### src/rtl/regression_train_sequencer_pkg.sv
// Shared definitions for the regression training sequencer, its loop counters,
// and the loader/MAC blocks it drives.
package regression_train_sequencer_pkg;

  localparam int NUM_FEATURES_DEF = 4;
  localparam int FEAT_W_DEF       = 2;
  localparam int NUM_EPOCHS_DEF   = 3;
  localparam int EPOCH_W_DEF      = 2;
  localparam int SAMP_W_DEF       = 10;

  typedef enum logic [3:0] {
    ST_IDLE      = 4'd0,
    ST_ARM       = 4'd1,
    ST_INIT      = 4'd2,
    ST_REQ       = 4'd3,
    ST_WAIT      = 4'd4,
    ST_MAC       = 4'd5,
    ST_ERR       = 4'd6,
    ST_ACC       = 4'd7,
    ST_EPOCH_END = 4'd8,
    ST_UPDATE    = 4'd9,
    ST_DONE      = 4'd10
  } state_t;

endpackage

### src/rtl/regression_train_sequencer_train_loop_counters.sv
// Feature, sample and epoch registers for the training loop; the FSM drives
// clr/inc and reads back the terminal-index flags.
module train_loop_counters #(
  parameter int NUM_FEATURES = 4,
  parameter int FEAT_W       = 2,
  parameter int NUM_EPOCHS   = 3,
  parameter int EPOCH_W      = 2,
  parameter int SAMP_W       = 10
) (
  input  logic               clk,
  input  logic               reset,
  input  logic               feat_clr,
  input  logic               feat_inc,
  input  logic               samp_clr,
  input  logic               samp_inc,
  input  logic               epoch_clr,
  input  logic               epoch_inc,
  output logic [FEAT_W-1:0]  feat_idx,
  output logic [SAMP_W-1:0]  sample_cnt,
  output logic [EPOCH_W-1:0] epoch_idx,
  output logic               feat_last,
  output logic               epoch_last
);

  localparam logic [FEAT_W-1:0]  FEAT_MAX  = FEAT_W'(NUM_FEATURES - 1);
  localparam logic [EPOCH_W-1:0] EPOCH_MAX = EPOCH_W'(NUM_EPOCHS - 1);

  always_ff @(posedge clk or negedge reset) begin
    if (!reset)         feat_idx <= '0;
    else if (feat_clr)  feat_idx <= '0;
    else if (feat_inc)  feat_idx <= feat_idx + 1'b1;
  end

  // Saturates so a huge dataset cannot wrap back to the "empty" count.
  always_ff @(posedge clk or negedge reset) begin
    if (!reset)                              sample_cnt <= '0;
    else if (samp_clr)                       sample_cnt <= '0;
    else if (samp_inc && (sample_cnt != '1)) sample_cnt <= sample_cnt + 1'b1;
  end

  always_ff @(posedge clk or negedge reset) begin
    if (!reset)         epoch_idx <= '0;
    else if (epoch_clr) epoch_idx <= '0;
    else if (epoch_inc) epoch_idx <= epoch_idx + 1'b1;
  end

  assign feat_last  = (feat_idx == FEAT_MAX);
  assign epoch_last = (epoch_idx >= EPOCH_MAX);

endmodule

### src/rtl/regression_train_sequencer.sv
// Multi-epoch training sequencer: fetch sample, step the MAC, error, accumulate,
// and weight update at each end of dataset.
//   state     | meaning
//   IDLE/ARM  | ready; run launches when start falls
//   INIT      | rewind loader, clear error accumulator
//   REQ/WAIT  | request a sample, wait for data_valid or eof
//   MAC       | step feat_idx through all coefficients
//   ERR/ACC   | compute and accumulate the sample error
//   EPOCH_END | skip the update on an empty dataset
//   UPDATE    | apply weight update, then next epoch or DONE
//   DONE      | one-cycle completion pulse
module regression_train_sequencer
  import regression_train_sequencer_pkg::*;
#(
  parameter int NUM_FEATURES = NUM_FEATURES_DEF,
  parameter int FEAT_W       = FEAT_W_DEF,
  parameter int NUM_EPOCHS   = NUM_EPOCHS_DEF,
  parameter int EPOCH_W      = EPOCH_W_DEF,
  parameter int SAMP_W       = SAMP_W_DEF
) (
  input  logic               clk,
  input  logic               reset,
  input  logic               start,
  input  logic               eof,
  input  logic               data_valid,
  output logic               ready,
  output logic               busy,
  output logic               init_dl,
  output logic               init_ec,
  output logic               next,
  output logic               clr_mac,
  output logic               en_mac,
  output logic [FEAT_W-1:0]  feat_idx,
  output logic               en_err,
  output logic               en_acc,
  output logic               en_update,
  output logic               done,
  output logic [SAMP_W-1:0]  sample_cnt,
  output logic [EPOCH_W-1:0] epoch_idx
);

  state_t state, state_nxt;
  logic   feat_clr, feat_inc, samp_clr, samp_inc, epoch_clr, epoch_inc;
  logic   feat_last, epoch_last, epoch_check;

  train_loop_counters #(
    .NUM_FEATURES(NUM_FEATURES),
    .FEAT_W      (FEAT_W),
    .NUM_EPOCHS  (NUM_EPOCHS),
    .EPOCH_W     (EPOCH_W),
    .SAMP_W      (SAMP_W)
  ) u_counters (
    .clk       (clk),
    .reset     (reset),
    .feat_clr  (feat_clr),
    .feat_inc  (feat_inc),
    .samp_clr  (samp_clr),
    .samp_inc  (samp_inc),
    .epoch_clr (epoch_clr),
    .epoch_inc (epoch_inc),
    .feat_idx  (feat_idx),
    .sample_cnt(sample_cnt),
    .epoch_idx (epoch_idx),
    .feat_last (feat_last),
    .epoch_last(epoch_last)
  );

  always_ff @(posedge clk or negedge reset) begin
    if (!reset) state <= ST_IDLE;
    else        state <= state_nxt;
  end

  always_comb begin
    state_nxt   = state;
    feat_clr    = 1'b0;
    feat_inc    = 1'b0;
    samp_clr    = 1'b0;
    samp_inc    = 1'b0;
    epoch_clr   = 1'b0;
    epoch_inc   = 1'b0;
    epoch_check = 1'b0;

    unique case (state)
      ST_IDLE: if (start) state_nxt = ST_ARM;
      ST_ARM: begin
        // Epoch restarts only on a fresh launch, never on an epoch rollover.
        if (!start) begin
          state_nxt = ST_INIT;
          epoch_clr = 1'b1;
        end
      end
      ST_INIT: begin
        samp_clr  = 1'b1;
        state_nxt = ST_REQ;
      end
      ST_REQ: state_nxt = ST_WAIT;
      ST_WAIT: begin
        if (data_valid) state_nxt = ST_MAC;
        else if (eof)   state_nxt = ST_EPOCH_END;
      end
      ST_MAC: begin
        if (feat_last) begin
          feat_clr  = 1'b1;
          state_nxt = ST_ERR;
        end else begin
          feat_inc = 1'b1;
        end
      end
      ST_ERR: state_nxt = ST_ACC;
      ST_ACC: begin
        samp_inc  = 1'b1;
        state_nxt = ST_REQ;
      end
      ST_EPOCH_END: begin
        if (sample_cnt != '0) state_nxt = ST_UPDATE;
        else                  epoch_check = 1'b1;
      end
      ST_UPDATE: epoch_check = 1'b1;
      ST_DONE:   state_nxt = ST_IDLE;
      default:   state_nxt = ST_IDLE;
    endcase

    if (epoch_check) begin
      if (epoch_last) begin
        state_nxt = ST_DONE;
      end else begin
        epoch_inc = 1'b1;
        state_nxt = ST_INIT;
      end
    end
  end

  always_comb begin
    ready     = (state == ST_IDLE) || (state == ST_ARM);
    busy      = !ready;
    init_dl   = (state == ST_INIT);
    init_ec   = (state == ST_INIT);
    next      = (state == ST_REQ);
    clr_mac   = (state == ST_REQ);
    en_mac    = (state == ST_MAC);
    en_err    = (state == ST_ERR);
    en_acc    = (state == ST_ACC);
    en_update = (state == ST_UPDATE);
    done      = (state == ST_DONE);
  end

endmodule

### config.mk
export PLATFORM = sky130hd
export DESIGN_NAME = regression_train_sequencer
export DESIGN_NICKNAME = d
export VERILOG_FILES = /design/src/rtl/regression_train_sequencer_pkg.sv /design/src/rtl/regression_train_sequencer_train_loop_counters.sv /design/src/rtl/regression_train_sequencer.sv
export SDC_FILE = /design/constraint.sdc
export NUM_CORES = 1
export LEC_CHECK = 0
export BUFFER_PORTS_ARGS = -buffer_cell sky130_fd_sc_hd__buf_2
export CAP_MARGIN = 5
export CORE_MARGIN = 2
export CORE_UTILIZATION = 30
export CTS_CLUSTER_DIAMETER = 40
export DETAILED_ROUTE_END_ITERATION = 10
export PLACE_DENSITY = 0.54
export SYNTH_ARGS = -nofsm -noshare
export SYNTH_HDL_FRONTEND = slang
export SYNTH_HIERARCHICAL = 1
export SYNTH_SLANG_ARGS = --single-unit
### constraint.sdc
create_clock -name clk -period 4 [get_ports clk]
set_input_delay 0.2 -clock clk [delete_from_list [all_inputs] [get_ports clk]]
set_output_delay 0.2 -clock clk [all_outputs]
set_load 0.02 [all_outputs]
==> out/results.tsv, run 1 <==
stage	metric	value	unit
run_status	status	completed	
timing	hold_viol_final	0	
timing	fin_hold_ws	0.2534	ns
clock_tree	cts_tree	built	
worst_setup_path	path_max_fanout	14	
placement	placed_cells	212	
worst_setup_path	cp.arrival	2.58	ns
worst_setup_path	worstPathCellList	or2b_4 > nor2_1 > nand3_1 > a2111oi_4 > mux2_1	
synthesis	ys_dominant_reg_cell	dfrtp_1	
grt	grt_pass1_wl	5.257	mm
die	core	4294	µm²
worst_setup_path	regToRegSetupSlack	1.56	ns
clock_tree	cts_buffers	3	
routing	firstDrtPassIters	4	
worst_setup_path	critPathKind	register to register	
pwr	p_int	0.5293	mW
timing	worstMarginPinSlew	1.021	ns
synthesis	postSynthAreaPerCell	9.375	µm²
synthesis	synthCells	140	
job	max_cap_viol_count	0	
pwr	swShare	0.4539	
timing	fin_tns_setup	0	ns
routing	wl_met3	171	µm
synthesis	synth-seq-cells	18	
pwr	p_clk_frac	0.154	
clock_tree	numClockSinks	18	
routing	via_per_inst	5.267	
placement	preCtsSetupSlack	1.585	ns
synthesis	ys_warn_count	6	
synthesis	synthDistinctLibCells	49	
timing	slew_headroom	0.3154	
finish	antennaDiodeCount	0	
finish	nets	174	
clock_tree	clk_pin_slew	0.07	ns
finish	fin_area	1526	µm²
timing	max_freq	409.4	MHz
timing	setup_violations	0	
routing	wire_per_inst	14.29	µm
die	die_y	70.15	µm
pwr	leakage	0.7048	nW
die	rows	24	
min_path	hold_end	u_counters/epoch_idx[1]$_DFFE_PN0P_	
grt	grt-ovfl-total	0	
timing	maxSlewViolCount	0	
synthesis	async_flop_share	1.000	
routing	drcViolationCount	0	
worst_setup_path	crit_path_top_delay_cell	dfrtp_1	
worst_setup_path	rr_endpoint	u_counters/sample_cnt[5]$_DFFE_PN0P_	
timing	fin_crit	2.442	ns
worst_setup_path	crit_buf_inv	0	
timing	fin_skew	0.004119	ns
clock_tree	htree_num_levels	1	
finish	drive_gt1_frac	0.2970	
synthesis	yosysSeqAreaShare	0.3432	
placement	post_dp_cell_area	1461	µm²
routing	postRouteAntennaNets	0	
min_path	hold_depth	3	
finish	area_growth	16.30	%
clock_tree	cts_resized	0	
worst_setup_path	slowest_delay	0.60	ns
die	start_util	0.3057	
pwr	p_sw	0.4399	mW
routing	totalWireLength	3.102	mm
clock_tree	postCtsSetupBuffers	0	
pwr	seqPwrFrac	0.321	
clock_tree	clock_latency	0.26	ns
timing	setup_slack	1.558	ns
clock_tree	root_buffer	clkbuf_8	
finish	layout.cells.non_filler	217	
worst_setup_path	critPathCaptureType	register	
pwr	powerDensity	635.0	nW/µm²
worst_setup_path	r2r_cells	5	
routing	highest_layer	met4	
clock_tree	clockBufferDepth	2	
grt	grt_max_degree	19	
synthesis	syn_nets	148	
worst_setup_path	critPathLaunchType	register	
synthesis	synth_edf_count	0	
grt	antenna_found_initial	0	
die	ios	30	
worst_setup_path	crit_family	simple AND/OR/NAND/NOR gates	
routing	wl_met1	1.399	mm
min_path	hold_class	primary input to register	
min_path	min-delay-start	start	
worst_setup_path	critPathRequiredTime	4.14	ns
placement	port_buffers	29	
timing	rsz0062_at_grt	false	
routing	drt-initial-drc-count	133	
routing	met2_length	1.486	mm
grt	track_usage	0.1324	
timing	min_period_over_period	0.6106	
finish	nFillCells	463	
die	die_w	70.15	µm
placement	gp_congestion	0.8148	
routing	vias	1143	
pwr	p_comb_frac	0.525	
grt	grt_pass1_vias	1138	
worst_setup_path	r2r_start	state[2]$_DFFE_PN0P_	
finish	multiInputGateArea	767.0	µm²
synthesis	netlist_area	1313	µm²
pwr	max-vdd-ir-drop	0.0001434	V
finish	register_area	450.4	µm²
die	die_area	4920	µm²
placement	dp_hpwl	2.357	mm
cell usage after synthesis (3+ instances only):
cell / instances / area (µm²)
dfrtp_1: 18 / 450.4
nor2_1: 18 / 67.56
inv_1: 9 / 33.78
nor3_1: 9 / 45.04
a21oi_1: 5 / 25.02
nand2b_1: 5 / 31.28
nor2b_1: 5 / 31.28
a31oi_1: 4 / 25.02
and4_1: 4 / 35.03
mux2i_1: 4 / 40.04
nand2_1: 4 / 15.01
a311oi_1: 3 / 26.28
buf_4: 3 / 22.52
ha_1: 3 / 37.54
mux2_2: 3 / 33.78
xnor2_1: 3 / 26.28
layout by cell type (no fill, tap or decap), types with 2 or more instances in the layout:
cell and n:
ha_1 3, a211oi_1 2, nand3_1 2, nor4_1 2, inv_1 9, nand2_1 4
and4_1 4, nor2_1 18, and3_1 2, mux2i_1 4, mux2_2 3, o21ai_0 2
nand2b_1 5, a311oi_1 3, nor3_2 2, buf_2 29, xnor2_1 3, clkbuf_8 4
a21oi_1 5, dfrtp_1 18, nor3_1 8, nor2b_1 5, a31oi_1 4
logic make-up after synthesis:
group                    Yosys count  share of synthesized area
AND/OR/NAND/NOR                   64                     0.2898
AO/OA/AOI/OAI                     26                     0.1773
XOR/XNOR                           3                    0.02002
flip-flops                        18                     0.3432
buffers and inverters             18                    0.07626
multiplexers                       8                    0.06482
adder cells (fa/ha/maj)            3                    0.02860
layout make-up:
type | count | area share
Tap cell | 52 | 0.04262
Inverter | 9 | 0.02213
Sequential cell | 18 | 0.2951
Multi-Input combinational cell | 104 | 0.5025
Clock buffer | 4 | 0.03607
Timing Repair Buffer | 30 | 0.1016
routing by layer:
metal / vias to the layer above / global-route usage
met5: - / 0
met4: 0 / 0.05556
met2: 31 / 0.2116
met3: 5 / 0.03608
met1: 551 / 0.1683
li1: 556 / -
worst max-delay path by stage:
stage / cells after the start / end / slack (ns) / start
CTS: 5 / u_counters/sample_cnt[5]$_DFFE_PN0P_ / 1.58 / state[2]$_DFFE_PN0P_
detailed placement: 5 / u_counters/sample_cnt[3]$_DFFE_PN0P_ / 1.59 / state[2]$_DFFE_PN0P_
floorplan: 6 / u_counters/sample_cnt[3]$_DFFE_PN0P_ / 1.63 / state[3]$_DFFE_PN0P_
global placement: 5 / u_counters/sample_cnt[3]$_DFFE_PN0P_ / 1.69 / state[2]$_DFFE_PN0P_
global route: 5 / u_counters/sample_cnt[3]$_DFFE_PN0P_ / 1.40 / state[2]$_DFFE_PN0P_
finish: 5 / u_counters/sample_cnt[5]$_DFFE_PN0P_ / 1.56 / state[2]$_DFFE_PN0P_
flip-flops by register name, indices dropped and copies added, names as in the netlist:
name and cells:
u_counters/feat_idx 2, u_counters/epoch_idx 2, u_counters/sample_cnt 10, state 4
power by group through the flow:
stage	sequential [mW]	clock, mW	combinational, mW
5_1_grt	0.326	0.162	0.562
4_1_cts	0.311	0.153	0.515
3_3_place_gp	0.309	0	0.504
6_report	0.311	0.149	0.509
2_1_floorplan	0.291	0	0.421
3_5_place_dp	0.316	0	0.513
tightest hold or removal path, cell delays in order:
cell	delay, ns
buf_2	0.11
nor4_1	0.07
nor2_1	0.09
metrics by stage:
step                  util  power [mW]
finish              0.3555      0.9692
global route        0.3555       1.050
CTS                 0.3555      0.9793
detailed placement  0.3403      0.8285
global placement    0.3403      0.8127
floorplan                -      0.7122
repair_timing:
item / CTS / global route
hold endpoints to repair: 18 / 0
hold buffers: 1 / 0
endpoints found under the setup margin: 0 / 0
No activity file was read; power rests on OpenSTA's default activity.
==> inputs of run 2 (changes only) <==
Clock period 4 ns to 2.3 ns, I/O delays scaled along.
==> run 2 against run 1 <==
Net effect: maximum frequency is 27% higher; critical path depth unchanged; sequential cell count is the same; routed wire length decreased by 1.9%; clock skew down 0.0014 ns; global-route usage decreased by 0.72 points; sequential share of layout area shrank 0.36 points; non-clock buffer count is 4 higher; core utilization up 0.44 points; clock power grew 41%; largest cell class unchanged; highest routed layer unchanged.
==> out/results.tsv, run 2 (synthesis gave the netlist of run 1 again) <==
stage	metric	value	unit	change
finish	largest_reg_flops	10		unchanged
clock_tree	numClockSinks	18		unchanged
grt	met3_usage	0.02886		-0.007215
worst_setup_path	path_max_fanout	11		-3
timing	hold_viol_final	0		unchanged
placement	gp_congestion	0.8591		+5.4%
worst_setup_path	critPathRequiredTime	2.43	ns	-1.71 ns
pwr	p_comb_frac	0.577		+0.052
timing	fin_skew	0.002744	ns	-0.001375 ns
routing	wire_per_inst	13.83	µm	-3.2%
die	die_area	4920	µm²	unchanged
run_status	status	completed		
die	core	4294	µm²	unchanged
finish	nets	178		+2.3%
clock_tree	htree_num_levels	1		unchanged
grt	grt_pass1_wl	5.050	mm	-3.9%
die	die_y	70.15	µm	unchanged
placement	dp_hpwl	2.367	mm	+0.43%
routing	drt-initial-drc-count	80		-40%
finish	regMostFlops	u_counters/sample_cnt		
finish	final_cell_mix	29 x buf_2, 18 x dfrtp_1, 17 x nor2_1		
grt	antenna_found_initial	0		unchanged
clock_tree	clock_latency	0.25	ns	about the same
worst_setup_path	critPathKind	register to register		
pwr	max-vdd-ir-drop	0.0002861	V	+100%
finish	drive_gt1_frac	0.3155		+0.01851
worst_setup_path	critPathCaptureType	register		
grt	grt_use_met1	0.1559		-0.01247
timing	maxSlewViolCount	0		unchanged
routing	totalWireLength	3.043	mm	-1.9%
die	start_util	0.3057		unchanged
placement	post_dp_cell_area	1494	µm²	+2.2%
min_path	hold_class	primary input to register		
clock_tree	cts_buffers	3		unchanged
grt	top_usage_layer	met2		
routing	vias	1158		+1.3%
grt	grt-ovfl-total	0		unchanged
timing	max_freq	518.6	MHz	+27%
pwr	p_sw	0.7709	mW	+75%
timing	slew_headroom	0.7176		+0.4022
clock_tree	clk_pin_slew	0.06	ns	about the same
die	ios	30		unchanged
clock_tree	cts_tree	built		
die	die_w	70.15	µm	unchanged
clock_tree	postCtsSetupBuffers	0		unchanged
clock_tree	cts_resized	0		unchanged
clock_tree	clockBufferDepth	2		unchanged
grt	grt_max_degree	19		unchanged
worst_setup_path	critPathLaunchType	register		
timing	min_period_over_period	0.8384		+0.2278
timing	fin_crit	1.928	ns	-0.5142 ns
placement	port_buffers	29		unchanged
pwr	p_int	0.9133	mW	+73%
pwr	leakage	0.7186	nW	+2.0%
clock_tree	hold_buffers	1		unchanged
grt	track_usage	0.1252		-0.007157
finish	antennaDiodeCount	0		unchanged
pwr	swShare	0.4577		+0.003800
timing	worstMarginPinSlew	0.4236	ns	-0.5978 ns
finish	largestRegisters	u_counters/sample_cnt: 10 flops, state: 4 flops		
timing	rsz0062_at_grt	false		
routing	drcViolationCount	0		unchanged
routing	via_per_inst	5.264		about the same
job	max_cap_viol_count	0		unchanged
routing	postRouteAntennaNets	0		unchanged
grt	grt_use_met2	0.2095		-0.002116
worst_setup_path	cp.arrival	2.06	ns	-0.52 ns
pwr	p_clk_frac	0.125		-0.029
timing	setup_violations	0		unchanged
die	rows	24		unchanged
clock_tree	root_buffer	clkbuf_8		
pwr	powerDensity	1090	nW/µm²	+72%
pwr	seqPwrFrac	0.299		-0.022
finish	layout_commonest_cell	buf_2		
timing	fin_tns_setup	0	ns	unchanged
finish	fin_area	1545	µm²	+1.2%
finish	area_growth	17.73	%	
grt	grt_pass1_vias	1119		-1.7%
routing	firstDrtPassIters	4		unchanged
-- run 2: cell count changes in the layout (fill, tap and decap cells not counted), sizes merged --
cell	before	now
buf	29	33
clkbuf	4	3
-- run 2: worst paths after layout --
path / from / endpoint / slack (ns) / cells past startpoint
min in group asynchronous: reset / u_counters/sample_cnt[7]$_DFFE_PN0P_ / 0.36 / 2
worst max register to register: state[0]$_DFFE_PN0P_ / u_counters/sample_cnt[3]$_DFFE_PN0P_ / 0.37 / 5
worst max-delay path: state[0]$_DFFE_PN0P_ / u_counters/sample_cnt[3]$_DFFE_PN0P_ / 0.37 / 5
worst min register to register: u_counters/epoch_idx[0]$_DFFE_PN0P_ / u_counters/epoch_idx[0]$_DFFE_PN0P_ / 0.57 / 2
worst min-delay path: start / u_counters/epoch_idx[1]$_DFFE_PN0P_ / 0.19 / 3
max in group asynchronous: reset / state[0]$_DFFE_PN0P_ / 1.65 / 2
-- run 2: layout make-up --
cell class,count,area (µm²)
inverter,9,33.78
fill,451,2749
multi-input combinational,104,769.5
timing repair buffer,34,185.2
sequential,18,450.4
clock buffer,3,41.29
tap,52,65.06
-- run 2: critical path, cell delays in order, from the launching register on --
cell,delay [ns]
dfrtp_1,0.57
nand2_1,0.19
nor2_2,0.15
nand3_1,0.20
a311oi_1,0.34
mux2_2,0.37
-- run 2: routing by layer --
metal | part of all wire | vias to the layer above | routed length (µm)
met5 | 0 | - | 0
met3 | 0.056 | 4 | 170
met1 | 0.45 | 551 | 1355
met4 | 0.012 | 0 | 37
met2 | 0.49 | 35 | 1479
li1 | - | 568 | -
-- run 2: power by group through the flow --
stage               clock (mW)  sequential, mW  combinational (mW)
global placement             0           0.499               0.952
global route             0.241           0.514                1.06
detailed placement           0           0.506               0.976
floorplan                    0           0.506               0.736
CTS                      0.219           0.500               0.980
finish                   0.210           0.503               0.971
-- run 2: per-stage QoR --
stage / std cells / util / hold slack, ns / setup slack, ns / total power [mW]
2_1_floorplan: 140 / - / -0.1806 / 0.01882 / 1.242
3_3_place_gp: 216 / 0.3479 / 0.07688 / 0.4732 / 1.451
3_5_place_dp: 216 / 0.3479 / 0.07582 / 0.4088 / 1.482
4_1_cts: 220 / 0.3598 / 0.1918 / 0.3893 / 1.700
5_1_grt: 220 / 0.3598 / 0.2052 / 0.2163 / 1.812
6_report: 220 / 0.3598 / 0.1909 / 0.3717 / 1.684
